==> config.mk <==
export PLATFORM = sky130hd
export DESIGN_NAME = cve2_rvfi_trace_fifo
export DESIGN_NICKNAME = d
export VERILOG_FILES = /design/src/rtl/cve2_rvfi_trace_fifo.sv
export SDC_FILE = /design/constraint.sdc
export NUM_CORES = 1
export LEC_CHECK = 0
export BUFFER_PORTS_ARGS = -buffer_cell sky130_fd_sc_hd__buf_2
export CORE_ASPECT_RATIO = 1.4
export CORE_MARGIN = 10
export CORE_UTILIZATION = 60
export DETAILED_ROUTE_END_ITERATION = 8
export GPL_TIMING_DRIVEN = 0
export PLACE_DENSITY = 0.86
export SETUP_SLACK_MARGIN = 0.02
export SKIP_CTS_REPAIR_TIMING = 1
export SLEW_MARGIN = 30
export SYNTH_ARGS = -nofsm -noshare
export SYNTH_HDL_FRONTEND = slang
export SYNTH_SLANG_ARGS = --single-unit
==> constraint.sdc <==
create_clock -name clk_i -period 20 [get_ports clk_i]
set_input_delay 0 -clock clk_i [delete_from_list [all_inputs] [get_ports clk_i]]
set_output_delay 0 -clock clk_i [all_outputs]
set_load 0.005 [all_outputs]
==> src/rtl/cve2_rvfi_trace_fifo.sv <==
// RVFI retirement capture buffer with stream, ring and trigger modes.
// Retired-instruction records go into a Depth-entry first-word-fall-through FIFO
// and drain over a valid/ready port. When the FIFO is full, stream mode drops the
// new record. Ring and trigger modes overwrite the oldest record instead. Trigger
// mode captures the trigger record plus PostTrigCnt further retirements, then
// freezes the buffer.
module cve2_rvfi_trace_fifo #(
    parameter int unsigned Depth       = 16,
    parameter int unsigned CntWidth    = 16,
    parameter int unsigned PostTrigCnt = 8
) (
    input  logic                       clk_i,
    input  logic                       rst_ni,
    input  logic                       rvfi_valid_i,
    input  logic [31:0]                rvfi_pc_rdata_i,
    input  logic [31:0]                rvfi_insn_i,
    input  logic                       rvfi_trap_i,
    input  logic                       rvfi_intr_i,
    input  logic [4:0]                 rvfi_rd_addr_i,
    input  logic [31:0]                rvfi_rd_wdata_i,
    input  logic [1:0]                 cfg_mode_i,
    input  logic                       cfg_trig_trap_i,
    input  logic                       arm_i,
    input  logic                       trig_i,
    output logic                       trace_valid_o,
    input  logic                       trace_ready_i,
    output logic [31:0]                trace_pc_o,
    output logic [31:0]                trace_insn_o,
    output logic [4:0]                 trace_rd_addr_o,
    output logic [31:0]                trace_rd_wdata_o,
    output logic                       trace_trap_o,
    output logic                       trace_intr_o,
    output logic [$clog2(Depth):0]     level_o,
    output logic [CntWidth-1:0]        overflow_cnt_o,
    output logic [1:0]                 state_o
);

    localparam int unsigned AW = $clog2(Depth);
    localparam int unsigned LW = AW + 1;

    typedef enum logic [1:0] {S_IDLE, S_RUN, S_POST, S_FROZEN} state_e;
    typedef enum logic [1:0] {M_OFF, M_STREAM, M_RING, M_TRIG} mode_e;

    typedef struct packed {
        logic [31:0] pc;
        logic [31:0] insn;
        logic [4:0]  rd_addr;
        logic [31:0] rd_wdata;
        logic        trap;
        logic        intr;
    } record_t;

    state_e                state_q, state_d;
    mode_e                 mode_q;
    logic [AW-1:0]         remain_q, remain_d;
    logic [AW-1:0]         wr_ptr_q, rd_ptr_q;
    logic [LW-1:0]         level_q, level_d;
    logic [CntWidth-1:0]   overflow_q;
    record_t               mem [Depth];
    record_t               wr_rec, head;

    logic push, pop, full, over, do_write, adv_rd, trig_hit;

    // Capture is live only in RUN/POST. An arm in the same cycle discards the retirement.
    assign push     = rvfi_valid_i & ((state_q == S_RUN) | (state_q == S_POST)) & ~arm_i;
    assign pop      = trace_valid_o & trace_ready_i;
    assign full     = (level_q == LW'(Depth));
    assign over     = push & full & ~pop;
    assign do_write = push & (~over | (mode_q != M_STREAM));
    assign adv_rd   = pop | (over & (mode_q != M_STREAM));
    assign trig_hit = push & (trig_i | (cfg_trig_trap_i & rvfi_trap_i));

    assign wr_rec = '{pc: rvfi_pc_rdata_i, insn: rvfi_insn_i, rd_addr: rvfi_rd_addr_i,
                      rd_wdata: rvfi_rd_wdata_i, trap: rvfi_trap_i, intr: rvfi_intr_i};

    // Level changes only when exactly one of push or pop takes effect on a non-full FIFO.
    always_comb begin
        level_d = level_q;
        if (push && !pop && !full) level_d = level_q + 1'b1;
        else if (pop && !push)     level_d = level_q - 1'b1;
    end

    // Capture-window FSM: next state and post-trigger countdown.
    always_comb begin
        // NOTE: defaults first so every path assigns every output and no latch is inferred.
        state_d  = state_q;
        remain_d = remain_q;
        unique case (state_q)
            S_RUN: begin
                if (mode_q == M_TRIG && trig_hit) begin
                    if (PostTrigCnt == 0) begin
                        state_d = S_FROZEN;
                    end else begin
                        state_d  = S_POST;
                        remain_d = AW'(PostTrigCnt);
                    end
                end
            end
            S_POST: begin
                if (push) begin
                    remain_d = remain_q - 1'b1;
                    if (remain_q == AW'(1)) state_d = S_FROZEN;
                end
            end
            default: ;
        endcase
        if (arm_i) begin
            state_d  = (mode_e'(cfg_mode_i) == M_OFF) ? S_IDLE : S_RUN;
            remain_d = '0;
        end
    end

    // FSM, mode latch, pointers, level and saturating overflow counter.
    always_ff @(posedge clk_i or negedge rst_ni) begin
        // NOTE: non-blocking assignments keep every register updating from pre-edge values.
        if (!rst_ni) begin
            state_q    <= S_IDLE;
            mode_q     <= M_OFF;
            remain_q   <= '0;
            wr_ptr_q   <= '0;
            rd_ptr_q   <= '0;
            level_q    <= '0;
            overflow_q <= '0;
        end else begin
            state_q  <= state_d;
            remain_q <= remain_d;
            if (arm_i) begin
                mode_q     <= mode_e'(cfg_mode_i);
                wr_ptr_q   <= '0;
                rd_ptr_q   <= '0;
                level_q    <= '0;
                overflow_q <= '0;
            end else begin
                if (do_write) wr_ptr_q <= wr_ptr_q + 1'b1;
                if (adv_rd)   rd_ptr_q <= rd_ptr_q + 1'b1;
                level_q <= level_d;
                if (over && overflow_q != '1) overflow_q <= overflow_q + 1'b1;
            end
        end
    end

    // Record storage write port.
    always_ff @(posedge clk_i) begin
        // NOTE: storage is not reset; an empty level makes its contents unobservable.
        if (do_write) mem[wr_ptr_q] <= wr_rec;
    end

    assign head             = mem[rd_ptr_q];
    assign trace_valid_o    = (level_q != '0);
    assign trace_pc_o       = trace_valid_o ? head.pc       : '0;
    assign trace_insn_o     = trace_valid_o ? head.insn     : '0;
    assign trace_rd_addr_o  = trace_valid_o ? head.rd_addr  : '0;
    assign trace_rd_wdata_o = trace_valid_o ? head.rd_wdata : '0;
    assign trace_trap_o     = trace_valid_o & head.trap;
    assign trace_intr_o     = trace_valid_o & head.intr;
    assign level_o          = level_q;
    assign overflow_cnt_o   = overflow_q;
    assign state_o          = state_q;

endmodule

==> qor.txt <==
status: finished with violations
failing checks: hold timing
Design Power: 8.56 mW
Worst-path clk slew: 0.08 ns
layout cells sized above 1: 31.1%
first-pass GRT wire length: 258,000 microns
Clock Skew: 0.0294 ns
GRT Residual Overflow: 0
FF+latch count, synth: 1,685
CP Capture Type: output port
P&R area growth vs syn: 16.6%
Setup CP Type: flop to output port
vias: 35,137
unrepaired setup endpoints after global routing: no
number of global-route vias before repair: 35,096
min Tclk post-route: 4.57 ns
setup TNS: 0 ns
Final Cell Area: 75,200 sq um
final hold slack: -0.00822 ns
area of the multi-input gates: 13,500 sq um
worst r2r src: state_o[0]
Leak: 23.6 nW
chip width: 297 microns
final setup vio count: 0
Syn Area/Cell: 23.3 sq um
Vias/cell: 7.08
Hold/Removal Path Class: input port to flop
DR pass1 iterations: 5
Pwr per Cell Area: 114 nW/um^2
main area contributors after synthesis: edfxtp_1 (77%), mux4_2 (14%), mux2i_1 (3.2%)
FF-to-FF setup slack: 15.73 ns
Starting DRT DRC Count: 6,259
layout net count: 3,520
TritonCTS Sinks: 1,685
Post-Syn Area: 64,500 sq um
Die Y: 408 microns
fillers: 5,826
clock root cell: clkbuf_16
Final Routed Wirelength: 189,000 microns
Final Non-Filler Cells: 4,965
initial antenna violation count: 21
# port buffers: 237
relative slew slack: 25.1%
Tcrit/Tclk final: 22.9%
Core ar.: 107,000 sq um
CTS tree: yes
syn_nets: 2,896
share of the synthesized area in the top cell type: 76.7%
Critical Path Start: rd_ptr_q[0]
worst IR drop on VDD: 0.0926 mV
io pins: 239
Worst R2R End: mem[6][61]
register area share after synthesis: 78.1%
maximum fanout along the worst path: 10
Final Max Slew Viols: 0
Clock Tree Buf Depth: 3
residual DRC count: 0
cell taking the most area after synthesis: edfxtp_1
total CTS buffers: 146
antenna viol nets, final: 0
clock latency on the worst-skew pair: 0.81 ns
Least-Margin Pin Slew: 1.12 ns
Final GP Congestion: 0.785
critical path arrival: 4.57 ns
Reg area: 50,400 sq um
post-DP HPWL: 104,000 microns
Netlist cell types: 54
f_max: 0.219 GHz
crit path capture: trace_rd_wdata_o[30]
placed insts: 4,572
Initial Utilization: 60.3%
Rows: 142
wire per inst: 38.0 microns
Synth Instances: 2,769
Die ar.: 121,000 sq um
Hold Vio Cnt, Final: 1
gr usage total: 29.7%
R2R depth: 11
Placed Area: 69,500 sq um
Synth warnings: 0
crit start category: flop
pin count of the biggest net entering global routing: 38
required time of the critical path: 20.00 ns
H-tree depth: 4
max-cap check violation count: 0
==> placed cells by master, fill, tap and decap left out, drive strengths merged, types with 2 or more instances in the layout <==
cell type | Yosys | final
o21ai | 5 | 5
nand4 | 8 | 8
buf | 79 | 442
inv | 16 | 27
o22ai | 103 | 103
mux2i | 207 | 207
nor2b | 4 | 4
nor2 | 35 | 35
nor3b | 5 | 5
ha | 14 | 14
a2111oi | 4 | 4
diode | 0 | 16
xor2 | 6 | 6
nand2b | 2 | 2
clkinv | 0 | 63
edfxtp | 1648 | 1648
or2 | 2 | 2
and3 | 5 | 5
a31oi | 4 | 4
mux4 | 412 | 412
xnor2 | 18 | 18
or3 | 2 | 2
nor3 | 14 | 14
nand3 | 12 | 12
and4 | 7 | 7
nand2 | 13 | 13
clkbuf | 68 | 250
clkinvlp | 0 | 5
a21oi | 6 | 6
bufinv | 0 | 5
nand3b | 2 | 2
dlygate4sd3 | 0 | 111
and2 | 10 | 10
mux2 | 6 | 6
dfrtp | 37 | 37
nor4 | 3 | 3
==> synthesized netlist by cell type (all sizes together) <==
master / number
mux2: 6
buf: 79
nor2: 35
fa: 1
o221ai: 1
mux2i: 207
nor2b: 4
a211oi: 1
nor3: 14
nand4: 8
nand4b: 1
nand3b: 2
nand2b: 2
o211ai: 1
nand3: 12
o31ai: 1
inv: 16
a221oi: 1
a31oi: 4
ha: 14
dfrtp: 37
and4: 7
o22ai: 103
a21o: 1
edfxtp: 1648
a21oi: 6
xor2: 6
clkbuf: 68
or4: 1
mux4: 412
o311ai: 1
xnor2: 18
nand2: 13
or2: 2
o31a: 1
o21ai: 5
nor4: 3
a2111oi: 4
and2: 10
or3: 2
or3b: 1
nor3b: 5
and3: 5
==> worst max-delay path: stages (launching register included) <==
cell and delay, ns:
dfrtp_1 0.41, buf_2 0.39, clkbuf_1 0.88, buf_2 0.63
mux4_2 0.36, mux2i_1 0.11, o22ai_1 0.74, buf_2 0.25
==> per-layer routing <==
layer	vias to the layer above	routed length [microns]	track usage (%)
met5	-	82	0
met4	14	11300	16.3
met1	17753	58600	36.6
met3	659	24500	8.04
li1	13084	-	-
met2	3627	94000	47.8
==> where the power goes <==
part | switching [mW] | internal, mW | total (mW)
Sequential | 0.0222 | 3.90 | 3.92
Clock | 1.34 | 1.45 | 2.80
Combinational | 1.06 | 0.787 | 1.84
Total | 2.42 | 6.14 | 8.56
==> stage by stage <==
stage	worst slack [ns]	utilization [%]	hold WS, ns
6_report	15.43	70.3	-0.00822
5_1_grt	15.58	70.3	0.0265
4_1_cts	15.62	69.2	-0.689
3_5_place_dp	15.91	65.0	0.154
3_3_place_gp	2.38	63.1	0.145
2_1_floorplan	10.68	-	-0.296
==> cells by family (layout without fill, tap and decap cells) <==
kind of cell / after synthesis / in the layout / share of synthesized area [%]
muxes: 625 / 625 / 17.7
xor gates and xnor gates: 24 / 24 / 0.326
buffers and inverters: 163 / 903 / 1.09
DFF: 1685 / 1685 / 78.1
and+or+nand+nor: 127 / 127 / 1.09
other: 0 / 16 / 0
AOI/OAI and AO/OA: 130 / 130 / 1.36
adders and majority gates: 15 / 15 / 0.303
==> cell type report <==
| class | count | share of cell area, % |
|---|---|---|
| buffer | 147 | 0.875 |
| sequential | 1685 | 67.0 |
| inverter | 16 | 0.0798 |
| tap | 1440 | 2.40 |
| clock inverter | 84 | 0.852 |
| clock buffer | 180 | 5.14 |
| timing repair buffer | 476 | 5.67 |
| multi-input combinational | 921 | 17.9 |
| antenna | 16 | 0.0532 |
==> state kept, by name, summed over array words and instances, names as in the netlist <==
signal and count:
mem 1648, mode_q 2, overflow_cnt_o 16, level_o 5
remain_q 4, rd_ptr_q 4, state_o 2, wr_ptr_q 4
==> worst min path at each step <==
stage | from | endpoint | slack (ns) | cells past startpoint
after global routing | cfg_mode_i[1] | mode_q[1] | 0.03 | 3
after CTS | rst_ni | overflow_cnt_o[2] | -0.69 | 1
after floorplan | rst_ni | level_o[0] | -0.30 | 0
after detailed placement | rst_ni | overflow_cnt_o[2] | 0.15 | 1
final | trig_i | remain_q[2] | -0.008 | 6
after global placement | rst_ni | overflow_cnt_o[2] | 0.14 | 1
Note: power is estimated with default switching activity, not from simulation.
